### src/rtl/loop_trace_monitor.sv
// Passive trace checker for the selector-gated i/j loop counter (i+=2, j-=1 while sel && j>=i).
// Optional stall counter is built only when LOOP_MON_STALL_EN is defined.
module loop_trace_monitor #(
  parameter int W      = 15,
  parameter int I_INIT = 1,
  parameter int J_INIT = 1000,
  parameter int I_TERM = 669,
  parameter int J_TERM = 666
) (
  input  logic         clk,
  input  logic         rst,
  input  logic         dut_rst,
  input  logic         dut_sel,
  input  logic [W-1:0] dut_i,
  input  logic [W-1:0] dut_j,
  output logic         armed,
  output logic         done,
  output logic         term_ok,
  output logic         err,
  output logic [2:0]   err_code,
  output logic [W-1:0] step_cnt,
  output logic [W-1:0] stall_cnt
);

  typedef enum logic [2:0] {
    S_WAIT_RST = 3'd0,
    S_ARM      = 3'd1,
    S_TRACK    = 3'd2,
    S_DONE     = 3'd3,
    S_FAIL     = 3'd4
  } state_t;

  localparam logic [2:0]   C_NONE   = 3'd0;
  localparam logic [2:0]   C_STEP   = 3'd1;
  localparam logic [2:0]   C_PROP   = 3'd2;
  localparam logic [2:0]   C_RST    = 3'd4;
  localparam logic [W-1:0] L_I_INIT = W'(I_INIT);
  localparam logic [W-1:0] L_J_INIT = W'(J_INIT);
  localparam logic [W-1:0] L_I_TERM = W'(I_TERM);
  localparam logic [W-1:0] L_J_TERM = W'(J_TERM);

  function automatic logic [W-1:0] f_sat_inc(input logic [W-1:0] v);
    if (v == {W{1'b1}}) begin
      return v;
    end else begin
      return v + W'(1);
    end
  endfunction

  state_t         r_state;
  state_t         w_state_nxt;
  logic [W-1:0]   r_prev_i, r_prev_j;
  logic           r_prev_sel;
  logic           r_armed, r_done, r_term_ok, r_err;
  logic [2:0]     r_err_code;
  logic [W-1:0]   r_step_cnt;

  logic           w_adv;
  logic [W-1:0]   w_exp_i, w_exp_j;
  logic           w_init_bad, w_step_bad, w_prop_bad;
  logic [2:0]     w_fault_code;
  logic           w_fault;
  logic           w_armed_nxt, w_done_nxt, w_term_nxt, w_err_nxt;
  logic [2:0]     w_code_nxt;
  logic [W-1:0]   w_step_nxt, w_prev_i_nxt, w_prev_j_nxt;
  logic           w_prev_sel_nxt;

  assign w_exp_i    = w_adv ? (r_prev_i + W'(2)) : r_prev_i;
  assign w_exp_j    = w_adv ? (r_prev_j - W'(1)) : r_prev_j;
  assign w_init_bad = (dut_i != L_I_INIT) || (dut_j != L_J_INIT);
  assign w_step_bad = (dut_i != w_exp_i) || (dut_j != w_exp_j);
  assign w_prop_bad = (dut_i > dut_j) && (dut_j != L_J_TERM);
  assign w_fault    = (w_fault_code != C_NONE);

  // Classify the current sample; a step mismatch outranks a property breach.
  always_comb begin
    w_adv        = 1'b0;
    w_fault_code = C_NONE;
    if (r_state == S_TRACK) begin
      w_adv = r_prev_sel && (r_prev_j >= r_prev_i);
    end else begin
      w_adv = 1'b0;
    end
    case (r_state)
      S_ARM: begin
        if (w_init_bad) w_fault_code = C_RST;
        else            w_fault_code = C_NONE;
      end
      S_TRACK, S_DONE: begin
        if (w_step_bad)      w_fault_code = C_STEP;
        else if (w_prop_bad) w_fault_code = C_PROP;
        else                 w_fault_code = C_NONE;
      end
      default: w_fault_code = C_NONE;
    endcase
  end

  // State register.
  always_ff @(posedge clk) begin
    if (rst) r_state <= S_WAIT_RST;
    else     r_state <= w_state_nxt;
  end

  // Next-state logic; FAIL is left only through rst.
  always_comb begin
    w_state_nxt = r_state;
    case (r_state)
      S_WAIT_RST: begin
        if (dut_rst) w_state_nxt = S_ARM;
        else         w_state_nxt = S_WAIT_RST;
      end
      S_ARM: begin
        if (w_fault)      w_state_nxt = S_FAIL;
        else if (dut_rst) w_state_nxt = S_ARM;
        else              w_state_nxt = S_TRACK;
      end
      S_TRACK: begin
        if (w_fault)            w_state_nxt = S_FAIL;
        else if (dut_rst)       w_state_nxt = S_ARM;
        else if (dut_j < dut_i) w_state_nxt = S_DONE;
        else                    w_state_nxt = S_TRACK;
      end
      S_DONE: begin
        if (w_fault)      w_state_nxt = S_FAIL;
        else if (dut_rst) w_state_nxt = S_ARM;
        else              w_state_nxt = S_DONE;
      end
      S_FAIL:  w_state_nxt = S_FAIL;
      default: w_state_nxt = S_WAIT_RST;
    endcase
  end

  // Output and history decisions, registered below.
  always_comb begin
    w_armed_nxt    = (w_state_nxt == S_ARM) || (w_state_nxt == S_TRACK) || (w_state_nxt == S_DONE);
    w_done_nxt     = (w_state_nxt == S_DONE);
    w_err_nxt      = r_err;
    w_code_nxt     = r_err_code;
    w_step_nxt     = r_step_cnt;
    w_prev_i_nxt   = r_prev_i;
    w_prev_j_nxt   = r_prev_j;
    w_prev_sel_nxt = r_prev_sel;
    if (w_state_nxt != S_DONE) begin
      w_term_nxt = 1'b0;
    end else if (r_state == S_TRACK) begin
      w_term_nxt = (dut_i == L_I_TERM) && (dut_j == L_J_TERM);
    end else begin
      w_term_nxt = r_term_ok;
    end
    if (w_fault) begin
      w_err_nxt  = 1'b1;
      w_code_nxt = w_fault_code;
    end else if (r_state == S_ARM) begin
      w_step_nxt     = '0;
      w_prev_i_nxt   = dut_i;
      w_prev_j_nxt   = dut_j;
      w_prev_sel_nxt = dut_sel;
    end else if (r_state == S_TRACK) begin
      if (w_adv) w_step_nxt = f_sat_inc(r_step_cnt);
      else       w_step_nxt = r_step_cnt;
      w_prev_i_nxt   = dut_i;
      w_prev_j_nxt   = dut_j;
      w_prev_sel_nxt = dut_sel;
    end else begin
      w_step_nxt = r_step_cnt;
    end
  end

  // Registered outputs and sample history.
  always_ff @(posedge clk) begin
    if (rst) begin
      r_armed    <= 1'b0;
      r_done     <= 1'b0;
      r_term_ok  <= 1'b0;
      r_err      <= 1'b0;
      r_err_code <= 3'd0;
      r_step_cnt <= '0;
      r_prev_i   <= '0;
      r_prev_j   <= '0;
      r_prev_sel <= 1'b0;
    end else begin
      r_armed    <= w_armed_nxt;
      r_done     <= w_done_nxt;
      r_term_ok  <= w_term_nxt;
      r_err      <= w_err_nxt;
      r_err_code <= w_code_nxt;
      r_step_cnt <= w_step_nxt;
      r_prev_i   <= w_prev_i_nxt;
      r_prev_j   <= w_prev_j_nxt;
      r_prev_sel <= w_prev_sel_nxt;
    end
  end

`ifdef LOOP_MON_STALL_EN
  logic [W-1:0] r_stall_cnt;
  logic [W-1:0] w_stall_nxt;

  // Count legal held cycles while tracking.
  always_comb begin
    w_stall_nxt = r_stall_cnt;
    if (w_fault) begin
      w_stall_nxt = r_stall_cnt;
    end else if (r_state == S_ARM) begin
      w_stall_nxt = '0;
    end else if ((r_state == S_TRACK) && !w_adv) begin
      w_stall_nxt = f_sat_inc(r_stall_cnt);
    end else begin
      w_stall_nxt = r_stall_cnt;
    end
  end

  // Stall counter register.
  always_ff @(posedge clk) begin
    if (rst) r_stall_cnt <= '0;
    else     r_stall_cnt <= w_stall_nxt;
  end

  assign stall_cnt = r_stall_cnt;
`else
  assign stall_cnt = '0;
`endif

  assign armed    = r_armed;
  assign done     = r_done;
  assign term_ok  = r_term_ok;
  assign err      = r_err;
  assign err_code = r_err_code;
  assign step_cnt = r_step_cnt;

endmodule

### config.mk
export PLATFORM = sky130hd
export DESIGN_NAME = loop_trace_monitor
export DESIGN_NICKNAME = d
export VERILOG_FILES = /design/src/rtl/loop_trace_monitor.sv
export SDC_FILE = /design/constraint.sdc
export NUM_CORES = 1
export LEC_CHECK = 0
export CAP_MARGIN = 0
export CORE_MARGIN = 5
export CORE_UTILIZATION = 45
export DETAILED_ROUTE_END_ITERATION = 10
export PLACE_DENSITY_LB_ADDON = 0.2
export SLEW_MARGIN = 20
export SYNTH_ARGS = -nofsm -noshare
export SYNTH_HDL_FRONTEND = slang
export SYNTH_SLANG_ARGS = --single-unit
### constraint.sdc
create_clock -name clk -period 5 [get_ports clk]
set_input_delay 0.75 -clock clk [delete_from_list [all_inputs] [get_ports clk]]
set_output_delay 0.75 -clock clk [all_outputs]
set_load 0.01 [all_outputs]
==> impl_results.md, run 1 <==
* Commonest non-fill, non-tap cell in the layout: dfxtp_1
* Die area at 12,100 µm²
* Starting Density at 0.462
* Filler cells at 940
* Worst Hold Class: reg2reg
* Total of cells resized after clock tree synthesis at 0
* Crit-path leading delay family: compound AO/OA/AOI/OAI gates
* Relative slew slack at 0.403
* Worst-path fanout max at 16
* Gr ovfl total at 0
* Dpl hpwl at ~11,000 µm
* Minimum clock period at 4300 ps
* Clk sinks at 56
* Critical-path cell list: inv_1 > ha_1 > nand4_1 > nor4_1 > a2111oi_2 > buf_4 > a21oi_1 > a21oi_1 > a2111oi_0 > o2111a_1 > a41oi_4 > buf_4 > or3_1 > a21oi_1
* NumNets Final at approximately 670
* Vias at 4,322
* TritonCTS Buffers at 5
* Worst r2r dst: step_cnt[3]
* Die Wd at 110 µm
* Antenna Nets Post-Route at 0
* I/O pin cnt at 71
* Setup TNS at 0 ps
* Area of the mapped netlist at 4510 µm²
* Final slew viol count at 0
* Clk_skew at 19.9 ps
* Setup-failing EPs final at 0
* Worst Setup End Kind: register
* Die Ht at between 100 and 150 µm
* Least-Margin Pin Slew at 890 ps
* Fmax at 0.232 GHz
* Outcome: finished, final reports clean
* Worst Hold Endpoint: err_code[1]
* Wirelength per Cell at 18.0 µm
* Dpl cells at 729
* Antenna violations before repair at 0
* Ys async rst share at 0
* Most frequent cells in the layout: dfxtp_1 (56), clkdlybuf4s50_1 (55), nor2_1 (47)
* Share of layout cells above drive strength 1 at 0.0546
* DRT Pass-1 Iters at 5
* Area Overhead vs Synth at 16.3%
* #FFs+latches synth at 56
* Most Frequent Cell on Critical Path: a21oi_1
* Reg2Reg Setup Slack at 700 ps
* Maximum root-to-sink buffer count at 2
* Core Area at roughly 9800 µm²
* H-tree levels at 2
* Row count at 36
* Worst hold path depth at 2
* GRT Overall Usage at 0.228
* Synthesized area per cell at 8.17 µm²
* First-pass GRT wire length at 21,800 µm
* Crit path launch type: register
* Static Leak at 0.00215 µW
* Detailed Route WL at around 13,000 µm
* Top FF cell, synth: dfxtp_1
* Hold path startpoint: err_code[1]
* 1st-iter DRT viols at 297
* Synth Warn # at 0
* CP max-delay cell: dfxtp_1
* Number of flops mapped to enable cells by yosys at 0
* Root Buffer: clkbuf_8
* WP data required at 5260 ps
* ANT cells at 0
* Max stage delay on crit path at 540 ps
* Cts hold-fix bufs at 0
* Gpl congestion at 0.956
* Maxcap violations at 0
* Clock Latency Late Sink at 330 ps
* # Post-CTS Setup Buffers at 0
* Final Cycle Share at 0.861
* Sequential area share after synthesis at 0.248
* Vias per cell at 5.86
* Clock transition at path regs at approximately 110 ps
* TritonCTS clock tree: done
* Largest net degree at the start of global routing at 28
* Final Hold Viols at 0
* FF-to-FF Start: r_prev_i[9]
* Synth Instances at about 550
* Max VDD drop at around 0.13 mV
* R2R cell count at 14
* Total Power at 1240 µW
* Post-Layout Cell Count at 737
* Port Buffers at 55
* Yosys cell types at 68
* CP Class: reg2reg
* Vias in the first global route at 4,287
* P per Cell Area at 236 nW/µm²
* RSZ-0062 raised after global routing: false
* DRC Markers at 0
* CP Data Arrival Time at 4560 ps
* Crit path buffers/inverters at 3
-- through the flow --
step | util | hold slack (ps) | setup WS (ps) | instance area (µm²)
after global routing | 0.537 | 506 | 330 | 5250
after global placement | 0.527 | 467 | 335 | 5150
after CTS | 0.537 | 496 | 686 | 5250
final | 0.537 | 489 | 696 | 5250
after detailed placement | 0.527 | 475 | 343 | 5150
after floorplan | - | 484 | 1220 | 4560
-- synthesized netlist by cell type (2+ instances only) --
library cell,instances,area share
dfxtp_1,56,0.25
nor2_1,47,0.039
mux2i_1,38,0.084
inv_1,35,0.029
ha_1,32,0.089
nand2_1,31,0.026
a21oi_1,30,0.033
nand4_1,23,0.032
xor2_1,19,0.037
xnor2_1,18,0.035
nand3_1,17,0.019
buf_4,15,0.025
or3_1,15,0.021
nor3_1,14,0.016
nor4_1,13,0.018
o21ai_1,13,0.014
clkbuf_1,12,0.010
o21ai_0,11,0.012
a211oi_1,9,0.015
nor2b_1,7,0.0097
nand2b_1,6,0.0083
a21o_1,5,0.0083
and3_1,5,0.0069
buf_6,5,0.012
a2111oi_0,4,0.0078
nor3b_1,4,0.0067
o31ai_1,4,0.0067
and4_1,3,0.0058
and4b_1,3,0.0067
nand3b_1,3,0.0050
nand4b_1,3,0.0058
o2111ai_1,3,0.0058
o211ai_1,3,0.0050
o22ai_1,3,0.0042
a2111o_1,2,0.0050
a211o_1,2,0.0039
a21bo_2,2,0.0044
and2_1,2,0.0028
buf_1,2,0.0017
buf_2,2,0.0022
nor4b_1,2,0.0039
or2_2,2,0.0028
or4_1,2,0.0033
-- state kept, by name, summed over array words and instances (netlist names) --
name        cells
err_code        3
err             1
done            1
step_cnt       15
r_prev_i       15
r_state         3
armed           1
r_prev_sel      1
term_ok         1
r_prev_j       15
-- worst min-delay path, delay by kind of cell, from the launching register on --
kind            cells  cell delay, ps
flops               1             330
compound gates      1              60
simple gates        1              50
-- power by group --
| part | total, µW | internal, µW | switching (µW) |
|---|---|---|---|
| Sequential | 504 | 469 | 34.8 |
| Combinational | 456 | 189 | 267 |
| Clock | 276 | 103 | 172 |
| Total | 1240 | 762 | 474 |
-- cell families after synthesis --
group	count (synthesis)	share of synthesized area
AO/OA/AOI/OAI	109	0.172
XOR/XNOR	37	0.0718
adder cells (fa/ha/maj)	32	0.0887
buffers and inverters	71	0.0804
flip-flops	56	0.248
multiplexers	38	0.0843
other	1	0.000831
AND/OR/NAND/NOR	208	0.254
-- worst max path at each step --
stage	cells past startpoint	startpoint	to
finish	14	r_prev_i[9]	step_cnt[3]
floorplan	14	r_prev_i[9]	step_cnt[5]
CTS	13	dut_i[4]	r_prev_i[7]
global placement	12	dut_j[1]	r_prev_j[8]
global route	14	r_prev_i[9]	step_cnt[4]
detailed placement	13	dut_i[4]	r_prev_j[0]
-- layer usage --
metal / vias up / part of all wire / GRT usage
li1: 2102 / - / -
met1: 2038 / 0.45 / 0.288
met2: 156 / 0.46 / 0.391
met3: 26 / 0.057 / 0.0367
met4: 0 / 0.030 / 0.0844
met5: - / 0 / 0
-- area by class of cell --
type                            instances  area [µm²]  share of cell area
Multi-Input combinational cell        439        3090               0.588
Inverter                               35         131              0.0250
Clock inverter                          3        27.5             0.00525
Sequential cell                        56        1120               0.214
Timing Repair Buffer                   66         646               0.123
Tap cell                              133         166              0.0317
Clock buffer                            5        68.8              0.0131
Power figures use the tool's default switching activity.
==> run 2: changes to the inputs <==
==> constraint.sdc (replaced) <==
create_clock -name clk -period 3.55 [get_ports clk]
set_input_delay 0.5325 -clock clk [delete_from_list [all_inputs] [get_ports clk]]
set_output_delay 0.5325 -clock clk [all_outputs]
set_load 0.01 [all_outputs]
==> run 2 against run 1 <==
Against the previous run: the flow now finishes with violations (negative setup slack); final area increased by 30%; die area unchanged; count of clock-buffer cells in the layout up 1; flip-flop and latch count unchanged; maximum frequency increased by 18%; global-route usage up 2.8 points; worst setup slack got worse by 790 ps; combinational power increased to 2.6 times the previous value; clock power increased by 60%; via count increased by 16%; hold slack better by 5.6 ps; non-clock buffer count is 135 higher; highest routed layer unchanged.
==> impl_results.md, run 2 (same netlist as run 1, synthesis figures left out) <==
* Outcome: finished, violations left
* Static Leak at 0.00293 µW (+36%)
* Clock Latency Late Sink at 330 ps (about the same)
* Share of layout cells above drive strength 1 at 0.327 (+0.272)
* GRT Overall Usage at 0.257 (+0.0285)
* CP Class: reg2reg
* Crit path buffers/inverters at 7 (+4)
* Largest net degree at the start of global routing at 47 (+68%)
* CP Data Arrival Time at 3840 ps (-720 ps)
* Row count at 36 (unchanged)
* Worst Setup End Kind: register
* Maximum root-to-sink buffer count at 2 (unchanged)
* Failing checks: negative setup slack
* Reg2Reg Setup Slack at -90 ps (-790 ps)
* Detailed Route WL at 16,800 µm (+26%)
* H-tree levels at 2 (unchanged)
* DRT Pass-1 Iters at 7 (+2)
* WP data required at 3750 ps (-1510 ps)
* P per Cell Area at 336 nW/µm² (+43%)
* Antenna Nets Post-Route at 0 (unchanged)
* Port Buffers at 55 (unchanged)
* Relative slew slack at 0.464 (+0.0603)
* Max VDD drop at 0.196 mV (+56%)
* Placed instance area at 5960 µm² (+16%)
* Minimum clock period at 3640 ps (-664 ps)
* Final WS setup at -90.4 ps (-786 ps)
* NumNets Final at 805 (+20%)
* First-pass GRT wire length at 24,000 µm (+10%)
* Critical-path cell list: inv_2 > ha_4 > nand4_1 > buf_6 > nor4_4 > a2111oi_4 > buf_4 > buf_4 > buf_4 > a21oi_2 > xnor2_1 > nand4_1 > a211oi_4 > a41oi_4 > buf_4 > clkbuf_16 > mux2i_1 > nor2_1
* ANT cells at 0 (unchanged)
* Antenna violations before repair at 0 (unchanged)
* Most frequent cells in the layout: buf_4 (130), clkdlybuf4s50_1 (55), nor2_1 (46)
* Die Ht at 110 µm (unchanged)
* FF-to-FF Start: r_prev_i[4]
* Die area at 12,100 µm² (unchanged)
* Final Cycle Share at 1.03 (+0.165)
* Fin Hold WS at 495 ps (+5.61 ps)
* Register area at 1140 µm² (+1.9%)
* Area Overhead vs Synth at 51.7%
* Final slew viol count at 0 (unchanged)
* Core Area at 9770 µm² (unchanged)
* Gr ovfl total at 0 (unchanged)
* Worst-path fanout max at 6 (-10)
* Clock transition at path regs at 110 ps (about the same)
* I/O pin cnt at 71 (unchanged)
* Vias at 4,995 (+16%)
* Least-Margin Pin Slew at 794 ps (-96.0 ps)
* Gpl congestion at 0.980 (+2.5%)
* Final Hold Viols at 0 (unchanged)
* Worst Hold Class: reg2reg
* Worst Hold Endpoint: step_cnt[14]
* Worst hold path depth at 2 (unchanged)
* TritonCTS Buffers at 5 (unchanged)
* RSZ-0062 raised after global routing: true
* Cts hold-fix bufs at 0 (unchanged)
* Fmax at 0.275 GHz (+18%)
* Dpl hpwl at 12,200 µm (+14%)
* Worst r2r dst: r_prev_i[7]
* Multi-input logic area at 3530 µm² (+14%)
* Hold path startpoint: step_cnt[14]
* Root Buffer: clkbuf_8
* CP max-delay cell: a211oi_4
* Maxcap violations at 0 (unchanged)
* Commonest non-fill, non-tap cell in the layout: buf_4
* Die Wd at 110 µm (unchanged)
* Clk sinks at 56 (unchanged)
* 1st-iter DRT viols at 346 (+16%)
* TritonCTS clock tree: done
* DRC Markers at 0 (unchanged)
* Clk_skew at 10.8 ps (-9.10 ps)
* Crit path launch type: register
* Starting Density at 0.462 (unchanged)
* Vias per cell at 5.72 (-2.4%)
* R2R cell count at 18 (+4)
* Vias in the first global route at 4,756 (+11%)
* Wirelength per Cell at 19.2 µm (+6.6%)
* Filler cells at 821 (-13%)
* Post-Layout Inst Area at 6840 µm² (+30%)
* Setup-failing EPs final at 43 (+43)
* Crit-path leading delay family: buffers and inverters
* Most Frequent Cell on Critical Path: buf_4
* Max stage delay on crit path at 410 ps (-130 ps)
* Setup TNS at -1880 ps (-1880 ps)
-- run 2: worst register-to-register path, stage by stage (launching register included) --
cell	delay [ps]
dfxtp_2	380
inv_2	50
ha_4	260
nand4_1	90
buf_6	150
nor4_4	350
a2111oi_4	110
buf_4	190
buf_4	130
buf_4	130
a21oi_2	120
xnor2_1	160
nand4_1	210
a211oi_4	410
a41oi_4	170
buf_4	190
clkbuf_16	170
mux2i_1	180
nor2_1	50
-- run 2: timing repair --
item                       in CTS  in global routing
setup endpoints to repair      50                 55
hold endpoints to repair        0                  0
pin swaps                      35                 28
resized for setup              42                 62
setup buffers                  13                 15
cloned                          1                  4
-- run 2: layout make-up --
| cell class | instances | area share |
|---|---|---|
| inverters | 35 | 0.0192 |
| clock buffers | 6 | 0.0106 |
| repair buffers | 201 | 0.258 |
| flip-flops and latches | 56 | 0.167 |
| multi-input cells | 440 | 0.515 |
| clock inverters | 2 | 0.00567 |
| well taps | 133 | 0.0243 |
-- run 2: through the flow --
stage          cells   util  power (µW)  setup WS, ps
2_1_floorplan    566      -        1170          65.2
3_3_place_gp     834  0.610        1530          -252
3_5_place_dp     834  0.610        1540          -276
4_1_cts          855  0.651        2110         -62.2
5_1_grt          873  0.700        2400          -255
6_report         873  0.700        2300         -90.4
-- run 2: worst max-delay path by stage --
stage / from / end / slack (ps) / depth (start not counted)
finish: r_prev_i[4] / r_prev_i[7] / -90 / 18
global route: r_prev_i[10] / r_prev_i[6] / -260 / 17
CTS: r_prev_i[4] / r_prev_i[7] / -60 / 17
detailed placement: r_prev_i[4] / step_cnt[4] / -280 / 15
global placement: r_prev_i[4] / step_cnt[7] / -250 / 15
floorplan: r_prev_i[3] / step_cnt[5] / 70 / 14
-- run 2: layer usage --
| layer | track usage | wire length [µm] |
|---|---|---|
| met4 | 0.111 | 772 |
| met5 | 0 | 0 |
| met3 | 0.0297 | 950 |
| met1 | 0.325 | 6970 |
| met2 | 0.440 | 8110 |
-- run 2: power by group --
group / total (µW) / internal [µW] / switching, µW
clock: 442 / 214 / 228
sequential: 691 / 663 / 27.8
combinational: 1170 / 586 / 581
total: 2300 / 1460 / 836
==> run 3: changes to the inputs <==
--- a/config.mk
+++ b/config.mk
@@ -10,6 +10,7 @@
 export CORE_UTILIZATION = 45
 export DETAILED_ROUTE_END_ITERATION = 10
 export PLACE_DENSITY_LB_ADDON = 0.2
+export REMOVE_ABC_BUFFERS = 1
 export SLEW_MARGIN = 20
 export SYNTH_ARGS = -nofsm -noshare
 export SYNTH_HDL_FRONTEND = slang
==> run 3 against run 2 <==
Against the previous run: the run still ends with negative setup slack left; flip-flop and latch count did not move; final cell count rose by 0.80%; wire length fell by 2.0%; utilization fell by 1.2 points; maximum frequency barely moved; clock skew fell by 0.84 ps; worst setup slack improved by 1.9 ps; critical path type unchanged.
==> impl_results.md, run 3 (same netlist as run 1, synthesis figures left out) <==
* Outcome: finished, violations left
* Starting Density at 0.462 (unchanged)
* Final Hold Viols at 0 (unchanged)
* Vias at 5,038 (+0.86%)
* Die Ht at 110 µm (unchanged)
* Minimum clock period at 3640 ps (-1.93 ps)
* Most frequent cells in the layout: buf_4 (143), clkdlybuf4s50_1 (55), nor2_1 (45)
* TritonCTS Buffers at 5 (unchanged)
* Port Buffers at 55 (unchanged)
* Maxcap violations at 0 (unchanged)
* Wirelength per Cell at 18.7 µm (-2.8%)
* Failing checks: negative setup slack
* DRT Pass-1 Iters at 5 (-2)
* Crit path launch type: register
* Antenna violations before repair at 0 (unchanged)
* NumNets Final at 812 (+0.87%)
* Critical-path cell list: inv_1 > ha_4 > nand4_1 > buf_6 > nor4_4 > a2111oi_4 > buf_6 > a2111oi_4 > mux2i_1 > o31ai_2 > a211oi_4 > a41oi_4 > buf_6 > or3_1 > a21oi_1
* Fmax at 0.275 GHz (about the same)
* Top Layer Used: met4
* Setup-failing EPs final at 32 (-26%)
* Antenna Nets Post-Route at 0 (unchanged)
* Vias in the first global route at 4,870 (+2.4%)
* Least-Margin Pin Slew at 656 ps (-138 ps)
* Cts hold-fix bufs at 0 (unchanged)
* ANT cells at 0 (unchanged)
* Gr ovfl total at 0 (unchanged)
* Met2 WL at 7940 µm (-2.1%)
* Area Overhead vs Synth at 49.0%
* Clock Latency Late Sink at 330 ps (about the same)
* I/O pin cnt at 71 (unchanged)
* Worst-path fanout max at 7 (+1)
* Root Buffer: clkbuf_8
* Post-Layout Cell Count at 880 (+0.80%)
* Die Wd at 110 µm (unchanged)
* Max VDD drop at 0.206 mV (+5.5%)
* WP data required at 3810 ps (+60 ps)
* Static Leak at 0.00290 µW (-0.97%)
* TritonCTS clock tree: done
* Clk_skew at 9.95 ps (-0.838 ps)
* Worst Hold Class: reg2reg
* GRT Overall Usage at 0.276 (+0.0193)
* Row count at 36 (unchanged)
* CP max-delay cell: a2111oi_4
* Final Cycle Share at 1.02 (about the same)
* Commonest non-fill, non-tap cell in the layout: buf_4
* Worst Setup End Kind: register
* Max stage delay on crit path at 390 ps (-20 ps)
* RSZ-0062 raised after global routing: true
* Gpl congestion at 0.979 (about the same)
* 1st-iter DRT viols at 373 (+7.8%)
* DRC Markers at 0 (unchanged)
* CP Class: reg2reg
* Core Area at 9770 µm² (unchanged)
* Vias per cell at 5.73 (about the same)
* Maximum root-to-sink buffer count at 2 (unchanged)
* Fin Hold WS at 494 ps (-1.41 ps)
* Relative slew slack at 0.559 (+0.0952)
* P per Cell Area at 323 nW/µm² (-3.9%)
* Crit-path leading delay family: compound AO/OA/AOI/OAI gates
* Share of layout cells above drive strength 1 at 0.321 (-0.00574)
* H-tree levels at 2 (unchanged)
* Clock transition at path regs at 100 ps (about the same)
* Final WS setup at -88.5 ps (+1.93 ps)
* Total Power at 2170 µW (-5.6%)
* Detailed Route WL at 16,500 µm (-2.0%)
* Dpl hpwl at 12,900 µm (+6.1%)
* Filler cells at 825 (+0.49%)
* First-pass GRT wire length at 25,600 µm (+6.7%)
* Die area at 12,100 µm² (unchanged)
* Clk sinks at 56 (unchanged)
* Final slew viol count at 0 (unchanged)
* Most Frequent Cell on Critical Path: buf_6
* Crit path buffers/inverters at 4 (-3)
* Met1 wire length at 7130 µm (+2.2%)
* Met3 Wirelength at 844 µm (-11%)
* Dpl cells at 859 (+3.0%)
* Largest net degree at the start of global routing at 28 (-40%)
* Dpl ws at -558 ps (-283 ps)
* CP Data Arrival Time at 3900 ps (+60 ps)
[run 3: cell types whose count changed in the layout (fill, tap and decap cells not counted), sizes merged]
| cell | change |
|---|---|
| inv | -1 |
| clkinv | +1 |
| clkinvlp | +1 |
| buf | +9 |
| bufinv | -1 |
| clkbuf | -2 |
[run 3: worst reg2reg max path, stage by stage, from the launching register on]
cell       delay (ps)
dfxtp_2           350
inv_1              70
ha_4              270
nand4_1           110
buf_6             160
nor4_4            290
a2111oi_4         110
buf_6             160
a2111oi_4         390
mux2i_1           280
o31ai_2           110
a211oi_4          340
a41oi_4           240
buf_6             190
or3_1             360
a21oi_1           140
[run 3: layout make-up]
type                       instances  area, µm²  area share
clock buffer                       6       72.6      0.0108
clock inverter                     2       16.3     0.00242
inverter                          35        131      0.0195
multi-input combinational        440       3450       0.513
sequential                        56       1140       0.170
tap                              133        166      0.0248
timing repair buffer             208       1740       0.259
[run 3: routing by layer]
layer / up-vias / global-route usage
li1: 2394 / -
met1: 2441 / 0.359
met2: 168 / 0.473
met3: 35 / 0.0285
met4: 0 / 0.100
met5: - / 0
[run 3: stage by stage]
step,utilization,area [µm²],setup TNS [ps]
finish,0.688,6720,-1230
global route,0.688,6720,-9390
CTS,0.671,6560,-338
detailed placement,0.625,6110,-22580
global placement,0.625,6110,-20720
floorplan,-,4330,-68490
[run 3: final timing paths]
path	start	end	slack, ps	cells after the start
setup / recovery	r_prev_i[14]	step_cnt[9]	-90	15
hold reg to reg	step_cnt[12]	step_cnt[12]	490	2
hold / removal	step_cnt[12]	step_cnt[12]	490	2
setup reg to reg	r_prev_i[14]	step_cnt[9]	-90	15
[run 3: power by group]
part | internal (µW) | leakage, µW | switching [µW]
Sequential | 663 | 0.000462 | 30.0
Clock | 141 | 0.0000414 | 233
Combinational | 542 | 0.00240 | 563
[run 3: timing repair]
| action | 4_1_cts | 5_1_grt |
|---|---|---|
| buffers inserted | 9 | 2 |
| resized for setup | 62 | 31 |
| cloned | 2 | 0 |
| setup endpoints to repair | 56 | 54 |
| hold endpoints to repair | 0 | 0 |
| pin swaps | 11 | 4 |
